`config.mk`:
```
export PLATFORM = sky130hd
export DESIGN_NAME = dbuf_filt
export DESIGN_NICKNAME = d
export VERILOG_FILES = /design/src/rtl/dbuf_filt.sv
export SDC_FILE = /design/constraint.sdc
export NUM_CORES = 1
export LEC_CHECK = 0
export ABC_CLOCK_PERIOD_IN_PS = 1250
export BUFFER_PORTS_ARGS = -buffer_cell sky130_fd_sc_hd__buf_4
export CAP_MARGIN = 20
export CORE_UTILIZATION = 50
export CTS_BUF_LIST = sky130_fd_sc_hd__clkbuf_2
export DETAILED_ROUTE_END_ITERATION = 10
export PLACE_DENSITY_LB_ADDON = 0.08
export RECOVER_POWER = 25
export SLEW_MARGIN = 20
export SYNTH_ARGS = -nofsm -noshare
export SYNTH_HDL_FRONTEND = slang
export SYNTH_SLANG_ARGS = --single-unit
```
`constraint.sdc`:
```
create_clock -name CELCLK -period 1.25 [get_ports CELCLK]
set_clock_uncertainty 0.1 [all_clocks]
set_input_delay 0.0625 -clock CELCLK [delete_from_list [all_inputs] [get_ports CELCLK]]
set_output_delay 0.0625 -clock CELCLK [all_outputs]
set_load 0.01 [all_outputs]
```
`src/rtl/dbuf_filt.sv`:
```
// Multi-channel input buffer: 2-flop synchronizer plus per-channel deglitch counter.
// Optional change-pulse output is built only when DBUF_FILT_CHG_EN is defined.
module dbuf_filt #(
    parameter int unsigned             WIDTH   = 4,
    parameter int unsigned             FILT    = 3,
    parameter logic [WIDTH-1:0]        RST_VAL = '0
) (
    input  logic             CELCLK,
    input  logic             CELRST,
    input  logic             CELV,
    input  logic             CELG,
    input  logic             SUB,
    input  logic             en,
    input  logic [WIDTH-1:0] i,
    output logic [WIDTH-1:0] o,
    output logic [WIDTH-1:0] chg
);

    localparam int unsigned CW = (FILT < 2) ? 1 : $clog2(FILT + 1);
    localparam logic [CW-1:0] CNT_MAX = (FILT == 0) ? '0 : CW'(FILT - 1);

    // Supply/substrate pins exist for connectivity only.
    logic w_unused_supply;
    assign w_unused_supply = CELV & CELG & SUB;

    logic [WIDTH-1:0] r_s1;
    logic [WIDTH-1:0] r_s2;
    logic [WIDTH-1:0] r_o;
    logic [WIDTH-1:0] w_o_d;
    logic [CW-1:0]    r_cnt   [WIDTH];
    logic [CW-1:0]    w_cnt_d [WIDTH];

    always_comb begin
        w_o_d = r_o;
        for (int n = 0; n < WIDTH; n++) begin
            w_cnt_d[n] = r_cnt[n];
            if (!en || (r_s2[n] == r_o[n])) begin
                w_cnt_d[n] = '0;
            end else if ((FILT == 0) || (r_cnt[n] == CNT_MAX)) begin
                w_o_d[n]   = r_s2[n];
                w_cnt_d[n] = '0;
            end else begin
                w_cnt_d[n] = r_cnt[n] + CW'(1);
            end
        end
    end

    always_ff @(posedge CELCLK) begin
        if (CELRST) begin
            r_s1 <= RST_VAL;
            r_s2 <= RST_VAL;
            r_o  <= RST_VAL;
            for (int n = 0; n < WIDTH; n++) begin
                r_cnt[n] <= '0;
            end
        end else begin
            r_s1 <= i;
            r_s2 <= r_s1;
            r_o  <= w_o_d;
            for (int n = 0; n < WIDTH; n++) begin
                r_cnt[n] <= w_cnt_d[n];
            end
        end
    end

    assign o = r_o;

`ifdef DBUF_FILT_CHG_EN
    // Delayed copy of o; the XOR is high for the single cycle after o moves.
    logic [WIDTH-1:0] r_o_prev;

    always_ff @(posedge CELCLK) begin
        if (CELRST) begin
            r_o_prev <= RST_VAL;
        end else begin
            r_o_prev <= r_o;
        end
    end

    assign chg = r_o ^ r_o_prev;
`else
    assign chg = '0;
`endif

endmodule

```
==> run summary, run 1 <==
The flow ran to the end, but the final reports show violations. The final reports fail on negative setup slack. After synthesis the netlist holds a flip-flop and latch count of 20. Clock tree synthesis found a total of 20 sinks.

The number of antenna violations at the first check in global routing was 0; the detailed-route DRC error count was 0. The count of nets left with antenna violations once routing finished came out at 0. In this run the vertical extent of the chip is 40.8 microns. The number of setup buffers added after CTS came out at 0. The logs give 0.531 for the share of synthesized area occupied by flip-flops and latches and 479 for the number of vias after detailed routing.

For the worst-case setup margin in the final layout, the log shows -0.00650 ns. The layout filler cell count was 118. For this design the total switching power over the nets is 0.230 mW.

The global-route usage over all layers is 0.148. In this run the most critical hold path is launched from r_cnt[0][0]$_SDFF_PP0_. Category of the worst setup path launch point: an input port. For the number of H-tree levels, the log shows 1. Count of endpoints failing setup in the final report: 1. TritonCTS built the clock tree. Averaged over all synthesized cells, the footprint is 10.9 sq um. After detailed routing, the total wire length is 1.04 mm.

The tools report the endpoint class of the critical path as a register. The finished layout holds 101 standard cells, fillers aside. Clock tree synthesis inserted a total of 3 buffers.

At the worst endpoint, the arrival time is 1.38 ns. Worst setup path startpoint: i[2]. During I/O placement, the number of pins put on the boundary was 18. Setup repair after global routing left no endpoint under its margin. The post-route clock period utilization was 1.01. The clock transition at the registers of the reported paths is 0.18 ns. For the core region area, the log shows 0.00135 sq mm. The fraction of layout cells with a size suffix above 1 came out at 0.221.

The worst hold margin is 0.333 ns, and the internal power is 0.970 mW. In the routed layout, each cell is associated on average with a via count of 4.74. The synthesis-to-finish area growth came out at 22.2%. The logs give 69 for the number of standard cells after synthesis and 400 sq um for the total area of sequential cells. The average wire per cell in the routed design works out to 10.3 microns.

The run gives 1.56 mm as the global-route wire length before repair. The run gives 0.060 as the combinational share of power. For the final global-route overflow total, the log shows 0. Source of the worst register-to-register timing path: r_cnt[1][0]$_SDFF_PP0_. For this design the static power due to leakage is 0.368 nW.

The type of the setup path with the least slack was input port to register. The number of I/O port buffers was 10; the placed instance count was 90. For the starting DRC count in detailed routing, the log shows 1. The net switching share of the total power works out to 0.192.

The root buffer cell chosen for the clock tree is clkbuf_2. The total half-perimeter wirelength after legalization and detailed placement is 730 microns, and the peak supply drop is 876 uV. The clock reaches the later pin of the worst-skew pair after 0.30 ns. Timing would allow up to 796 MHz. The critical-path maximum fanout is 1. The buffer levels on the longest clock path was 2; the part of the power in the clock network was 0.391. The run gives 0 as the max-slew violation total from the final report. The count of inserted antenna diode cells was 0; the number of global-route vias before repair was 372.

The die covers 0.00167 sq mm. The logs give 294 sq um for the area of the multi-input gates and 101 for the number of nets in the layout. At the end of routability-driven placement, the weighted congestion stood at 0.668. The tightest min-delay check is of the register to register type.

Dividing total power by cell area gives a power density of 1300 mW/mm^2. The setup TNS after final layout is -0.00650 ns. The number of warnings reported in the yosys synthesis log came out at 0. Entering global routing, the biggest net connects 14 pins. The critical path data required time was 1.37 ns; the sequential share of power was 0.548. The count of endpoints failing hold in the final timing report was 0; the clock period minus final worst setup slack was 1.26 ns.

The run gives 0.559 as the initial core utilization. Row generation in the floorplan step produced 13 rows. The count of cell types in the netlist was 14; the max capacitance violation total was 0. The cell area that synthesis handed to floorplanning was 754 sq um.

The floorplan step set the die width to 40.8 microns. The length of the first detailed-routing pass in iterations came out at 4.
==> per-layer routing <==
layer / up-vias / routed length, microns / global-route usage
met5: - / 0 / 0
met4: 0 / 12 / 0.100
met3: 2 / 30 / 0.0326
met2: 10 / 477 / 0.234
met1: 208 / 522 / 0.177
li1: 259 / - / -
==> sequential cells by signal (all words and copies together), names as in the netlist <==
name and cells:
r_s1 4, r_cnt 8, o 4, r_s2 4
==> critical path: stages <==
cell and delay [ns]:
dlygate4sd3_1 0.53, buf_4 0.13, nor2b_1 0.11, dlygate4sd3_1 0.54
==> cells in the mapped netlist (all sizes together) <==
master  number  share of area
buf          6          0.070
dfxtp       20           0.53
inv          4          0.020
a21oi        4          0.027
clkbuf       1         0.0050
nor4         8          0.066
nand2b       1          0.018
a21bo        4          0.053
nor2b        8          0.066
nand3        4          0.027
ha           4          0.066
xnor2        4          0.046
conb         1         0.0050
==> power groups by stage <==
stage | registers (mW) | clock network [mW] | logic [mW]
2_1_floorplan | 0.670 | 0 | 0.0504
3_3_place_gp | 0.671 | 0 | 0.0524
3_5_place_dp | 0.671 | 0 | 0.0534
4_1_cts | 0.658 | 0.483 | 0.0774
5_1_grt | 0.660 | 0.501 | 0.0800
6_report | 0.658 | 0.470 | 0.0725
==> kinds of logic (layout without fill, tap and decap cells) <==
group,after synthesis,count (layout),share of synthesized area
xor+xnor,4,4,0.0464
simple gates,21,21,0.177
compound gates,8,8,0.0796
other cells,1,4,0.00497
fa+ha+maj,4,4,0.0663
flops,20,20,0.531
buf+inv,11,25,0.0945
==> final timing paths <==
kind                       endpoint  slack, ns  cells past startpoint
min reg2reg  r_cnt[0][0]$_SDFF_PP0_       0.33                      1
min          r_cnt[0][0]$_SDFF_PP0_       0.33                      1
max              r_s1[2]$_SDFF_PP0_     -0.007                      4
max reg2reg       o[1]$_SDFFE_PP0P_       0.08                      4
==> cell type report <==
| type | instances | area share |
|---|---|---|
| clock inverters | 1 | 0.0326 |
| flip-flops and latches | 20 | 0.434 |
| clock buffers | 3 | 0.0163 |
| well taps | 15 | 0.0204 |
| repair buffers | 17 | 0.161 |
| inverters | 4 | 0.0163 |
| multi-input cells | 41 | 0.319 |
==> stage by stage <==
step / power [mW] / setup WS [ns] / util / instance area [sq um]
after floorplan: 0.721 / 0.202 / - / 766
after detailed placement: 0.725 / 0.107 / 0.595 / 803
final: 1.20 / -0.00650 / 0.683 / 922
after global routing: 1.24 / 0.00224 / 0.683 / 922
after global placement: 0.723 / 0.168 / 0.595 / 803
after CTS: 1.22 / 0.00835 / 0.703 / 948
==> cells in the final DEF (no fill, tap or decap), drive strengths merged <==
cell / n
a21bo: 4
a21oi: 4
buf: 10
bufinv: 1
clkbuf: 3
conb: 4
dfxtp: 20
dlygate4sd3: 7
ha: 4
inv: 4
nand2b: 1
nand3: 4
nor2b: 8
nor4: 8
xnor2: 4
==> what timing repair did <==
action	CTS	global route
setup endpoints to repair	0	4
resized for setup	0	2
endpoints found under the hold margin	20	0
hold buffers	10	0
Power figures use the tool's default switching activity.
==> run 2: changes to the inputs <==
Settings changed: ABC_AREA from default to 1, CTS_CLUSTER_DIAMETER from default to 50.
==> run summary, run 2 <==
The flow ran to the end, and the final reports show no timing, DRC or antenna violations. The run gives 0 (unchanged) as the number of setup buffers added after CTS. The number of H-tree levels is 1 (unchanged), and the global placement routability congestion is 0.738 (was 0.668).

Starting DRC count in detailed routing: 9 (was 1). For the detailed-route DRC error count, the log shows 0 (unchanged). The average wire per cell in the routed design was 8.27 microns (was 10.3 microns).

The run gives 804 MHz (was 796 MHz) as the maximum clock rate. Class of the tightest hold or removal check: register to register (unchanged). The number of primary I/O pins was 18 (unchanged). The worst hold path depth came out at 2 (was 1).

The net switching share of the total power works out to 0.238 (was 0.192). The fraction of post-synthesis cell area in the top cell type by area was 0.492 (was 0.531). The run gives 871 sq um (was 803 sq um) as the cell area after placement. The synthesis-to-finish area growth was 20.9% (was 22.2%).

The run gives 0.469 nW (was 0.368 nW) as the static leakage. Top post-synthesis cells by area: dfxtp_1 (49%), inv_1 (9.2%), nand2_1 (9.2%), nor2_1 (9.2%), ha_1 (6.2%) (was dfxtp_1 (53%), ha_1 (6.6%), nor2b_1 (6.6%), nor4_1 (6.6%), a21bo_2 (5.3%)). For the global-route usage over all layers, the log shows 0.139 (was 0.148). The clock transition at the registers of the reported paths came out at 0.19 ns (was 0.18 ns). The number of I/O port buffers came out at 10 (unchanged).

The register with the most flip-flops was r_cnt (unchanged). The row count was 14 (was 13). The clock tree root buffer cell is clkbuf_2 (unchanged).

The tools report the placed instance count as 128 (was 90). Commonest cells after routing, fill and taps aside: inv_1 (20), nand2_1 (20), nor2_1 (20), dfxtp_1 (20) (was dfxtp_1 (20), buf_4 (9), nor4_1 (8), nor2b_1 (8), dlygate4sd3_1 (7)). The max capacitance violation total is 0 (unchanged), and the peak supply drop is 653 uV (was 876 uV). The number of sinks handled by clock tree synthesis is 20 (unchanged). TritonCTS built the clock tree. The routed wire length came out at 1.17 mm (was 1.04 mm).

The run gives 477 (was 372) as the number of global-route vias before repair. The combinational share of power is 0.089 (was 0.060). The tools report the source of the worst register-to-register timing path as r_cnt[1][0]$_SDFF_PP0_ (unchanged).

The routed via count divided by cell count is 4.26 (was 4.74). The run gives 141 (was 101) as the post-layout instance count excluding filler cells. The clock period minus final worst setup slack is 1.24 ns (was 1.26 ns), and the average size of a mapped cell is 7.75 sq um (was 10.9 sq um).

The number of vias after detailed routing was 601 (was 479). The number of nets in the layout is 140 (was 101). The endpoint class of the critical path was a register (unchanged). The run gives 0 (unchanged) as the number of warnings reported in the yosys synthesis log. The clock latency reported for the late side of the worst-skew pair was 0.31 ns (was 0.30 ns). The tools report the total half-perimeter wirelength after legalization and detailed placement as 775 microns (was 730 microns).

The share of flip-flops with an asynchronous set or reset was 0 (unchanged). The category of the worst setup path launch point is an input port (unchanged). The length of the first detailed-routing pass in iterations is 3 (was 4). The type of the setup path with the least slack is input port to register (unchanged). Count of endpoints failing hold in the final timing report: 0 (unchanged). Core region area: 0.00151 sq mm (was 0.00135 sq mm).

The overall die height is 42.3 microns (was 40.8 microns). The fraction of layout cells with a size suffix above 1 works out to 0.152 (was 0.221). The reg2reg setup slack is 0.19 ns (was 0.08 ns), and the flip-flop count of the largest register, all copies and words added is 8 (unchanged). The total die area is 0.00179 sq mm (was 0.00167 sq mm), and the residual antenna-violating net count after detailed routing is 0 (unchanged). The worst min-delay path endpoint is r_s2[3]$_SDFF_PP0_ (was r_cnt[0][0]$_SDFF_PP0_).

The number of enable-type register cells in the synthesized netlist works out to 0 (unchanged). The die span in x was 42.3 microns (was 40.8 microns); the buffer levels on the longest clock path was 2 (unchanged). The run gives 105 (was 69) as the number of standard cells after synthesis. The largest area contributor in the netlist is dfxtp_1 (unchanged). The post-place setup slack is 0.231 ns (was 0.107 ns). The run gives 0.769 mW (was 0.970 mW) as the internal power.

The tools report the layout filler cell count as 133 (was 118). Top cells by instance count after synthesis: dfxtp_1 (20), inv_1 (20), nand2_1 (20), nor2_1 (20), buf_4 (5) (was dfxtp_1 (20), nor2b_1 (8), nor4_1 (8)). The critical-path maximum fanout is 9 (was 1). The max-slew violation total from the final report came out at 0 (unchanged).

The count of inserted antenna diode cells is 0 (unchanged), and the global-route wire length before repair is 1.81 mm (was 1.56 mm). The critical path data required time was 1.42 ns (was 1.37 ns). The count of endpoints failing setup in the final report is 0 (was 1). The total non-filler cell area in the finished layout is 983 sq um (was 922 sq um).

The maximum number of pins on one net before global-route repair was 12 (was 14); the cell area after technology mapping was 813 sq um (was 754 sq um). Number of antenna violations at the first check in global routing: 0 (unchanged). The logs give 1.42 ns (was 1.38 ns) for the arrival time reported for the critical path endpoint and 3 (unchanged) for the CTS buffer count. The run gives 0.540 (was 0.559) as the initial core utilization.

The final global-route overflow total was 0 (unchanged); the cell depth of the worst flop-to-flop path was 5 (was 4). Power density over the cells: 1030 mW/mm^2 (was 1300 mW/mm^2). The net switching power is 0.240 mW (was 0.230 mW), and the count of cell types in the netlist is 13 (was 14).

Start point of the worst hold path: r_s1[3]$_SDFF_PP0_ (was r_cnt[0][0]$_SDFF_PP0_). Sequential share of power: 0.652 (was 0.548). The dominant register cell in the synthesized netlist is dfxtp_1 (unchanged). The post-synthesis register bit count came out at 20 (unchanged). Post-route clock period utilization: 0.995 (was 1.01).

The part of the power in the clock network was 0.259 (was 0.391). Share of synthesized area occupied by flip-flops and latches: 0.492 (was 0.531). For the worst-case setup margin in the final layout, the log shows 0.00638 ns (was -0.00650 ns).

The reg-to-reg critical path endpoint is r_cnt[1][0]$_SDFF_PP0_ (was o[1]$_SDFFE_PP0P_).
-- run 2: cell types whose count changed in the layout (fill, tap and decap cells not counted), moves of 8 or more --
| cell | change |
|---|---|
| inv_1 | +16 |
| nand2_1 | +20 |
| nor2_1 | +20 |
| nor2b_1 | -8 |
| nor4_1 | -8 |
-- run 2: cells by family after synthesis --
kind of cell | Yosys count | share of synthesized area
AND/OR/NAND/NOR | 49 | 0.254
flip-flops | 20 | 0.492
other | 1 | 0.00461
AO/OA/AOI/OAI | 4 | 0.0246
buffers and inverters | 27 | 0.163
adder cells (fa/ha/maj) | 4 | 0.0615
-- run 2: critical path: stages --
cell           delay [ns]
dlygate4sd3_1        0.56
buf_6                0.15
nor2_1               0.10
dlygate4sd3_1        0.54
-- run 2: final cells by class --
type,count,area (sq um),area share
sequential,20,400,0.407
clock inverter,1,3.75,0.00382
tap,16,20.0,0.0204
multi-input combinational,61,292,0.296
inverter,21,83.8,0.0852
clock buffer,3,15.0,0.0153
timing repair buffer,19,169,0.172
-- run 2: timing repair --
action / in CTS / in global routing
hold endpoints to repair: 12 / 0
resized for setup: 0 / 1
setup endpoints to repair: 0 / 3
hold buffers: 10 / 0
-- run 2: worst max-delay path by stage --
stage | slack, ns | from | cells past startpoint | to
floorplan | 0.29 | r_cnt[0][0]$_SDFF_PP0_ | 4 | o[0]$_SDFFE_PP0P_
global route | -0.01 | CELRST | 4 | r_s1[3]$_SDFF_PP0_
finish | 0.006 | CELRST | 4 | r_s1[1]$_SDFF_PP0_
detailed placement | 0.23 | r_cnt[1][0]$_SDFF_PP0_ | 5 | r_cnt[1][0]$_SDFF_PP0_
CTS | 0.04 | CELRST | 4 | r_s1[1]$_SDFF_PP0_
global placement | 0.26 | r_cnt[2][0]$_SDFF_PP0_ | 4 | o[2]$_SDFFE_PP0P_
-- run 2: stage by stage --
step                      utilization  TNS (ns)  hold slack [ns]  total power, mW
after floorplan                     -         0           0.0695            0.730
after global placement          0.578         0            0.160            0.735
after detailed placement        0.578         0            0.168            0.737
after CTS                       0.657         0            0.318             1.02
after global routing            0.653   -0.0357            0.338             1.05
final                           0.653         0            0.312             1.01
-- run 2: layer usage --
layer,vias up,track usage,wire length [microns],share of wire
met5,-,0,0,0
met4,0,0.113,17,0.015
met3,2,0.0302,37,0.032
met2,12,0.212,542,0.46
met1,249,0.165,569,0.49
li1,338,-,-,-
-- run 2: power groups by stage --
| stage | Sequential [mW] | Clock [mW] | Combinational [mW] |
|---|---|---|---|
| 2_1_floorplan | 0.670 | 0 | 0.0599 |
| 3_3_place_gp | 0.671 | 0 | 0.0645 |
| 3_5_place_dp | 0.671 | 0 | 0.0664 |
| 4_1_cts | 0.658 | 0.274 | 0.0902 |
| 5_1_grt | 0.660 | 0.294 | 0.101 |
| 6_report | 0.658 | 0.261 | 0.0898 |
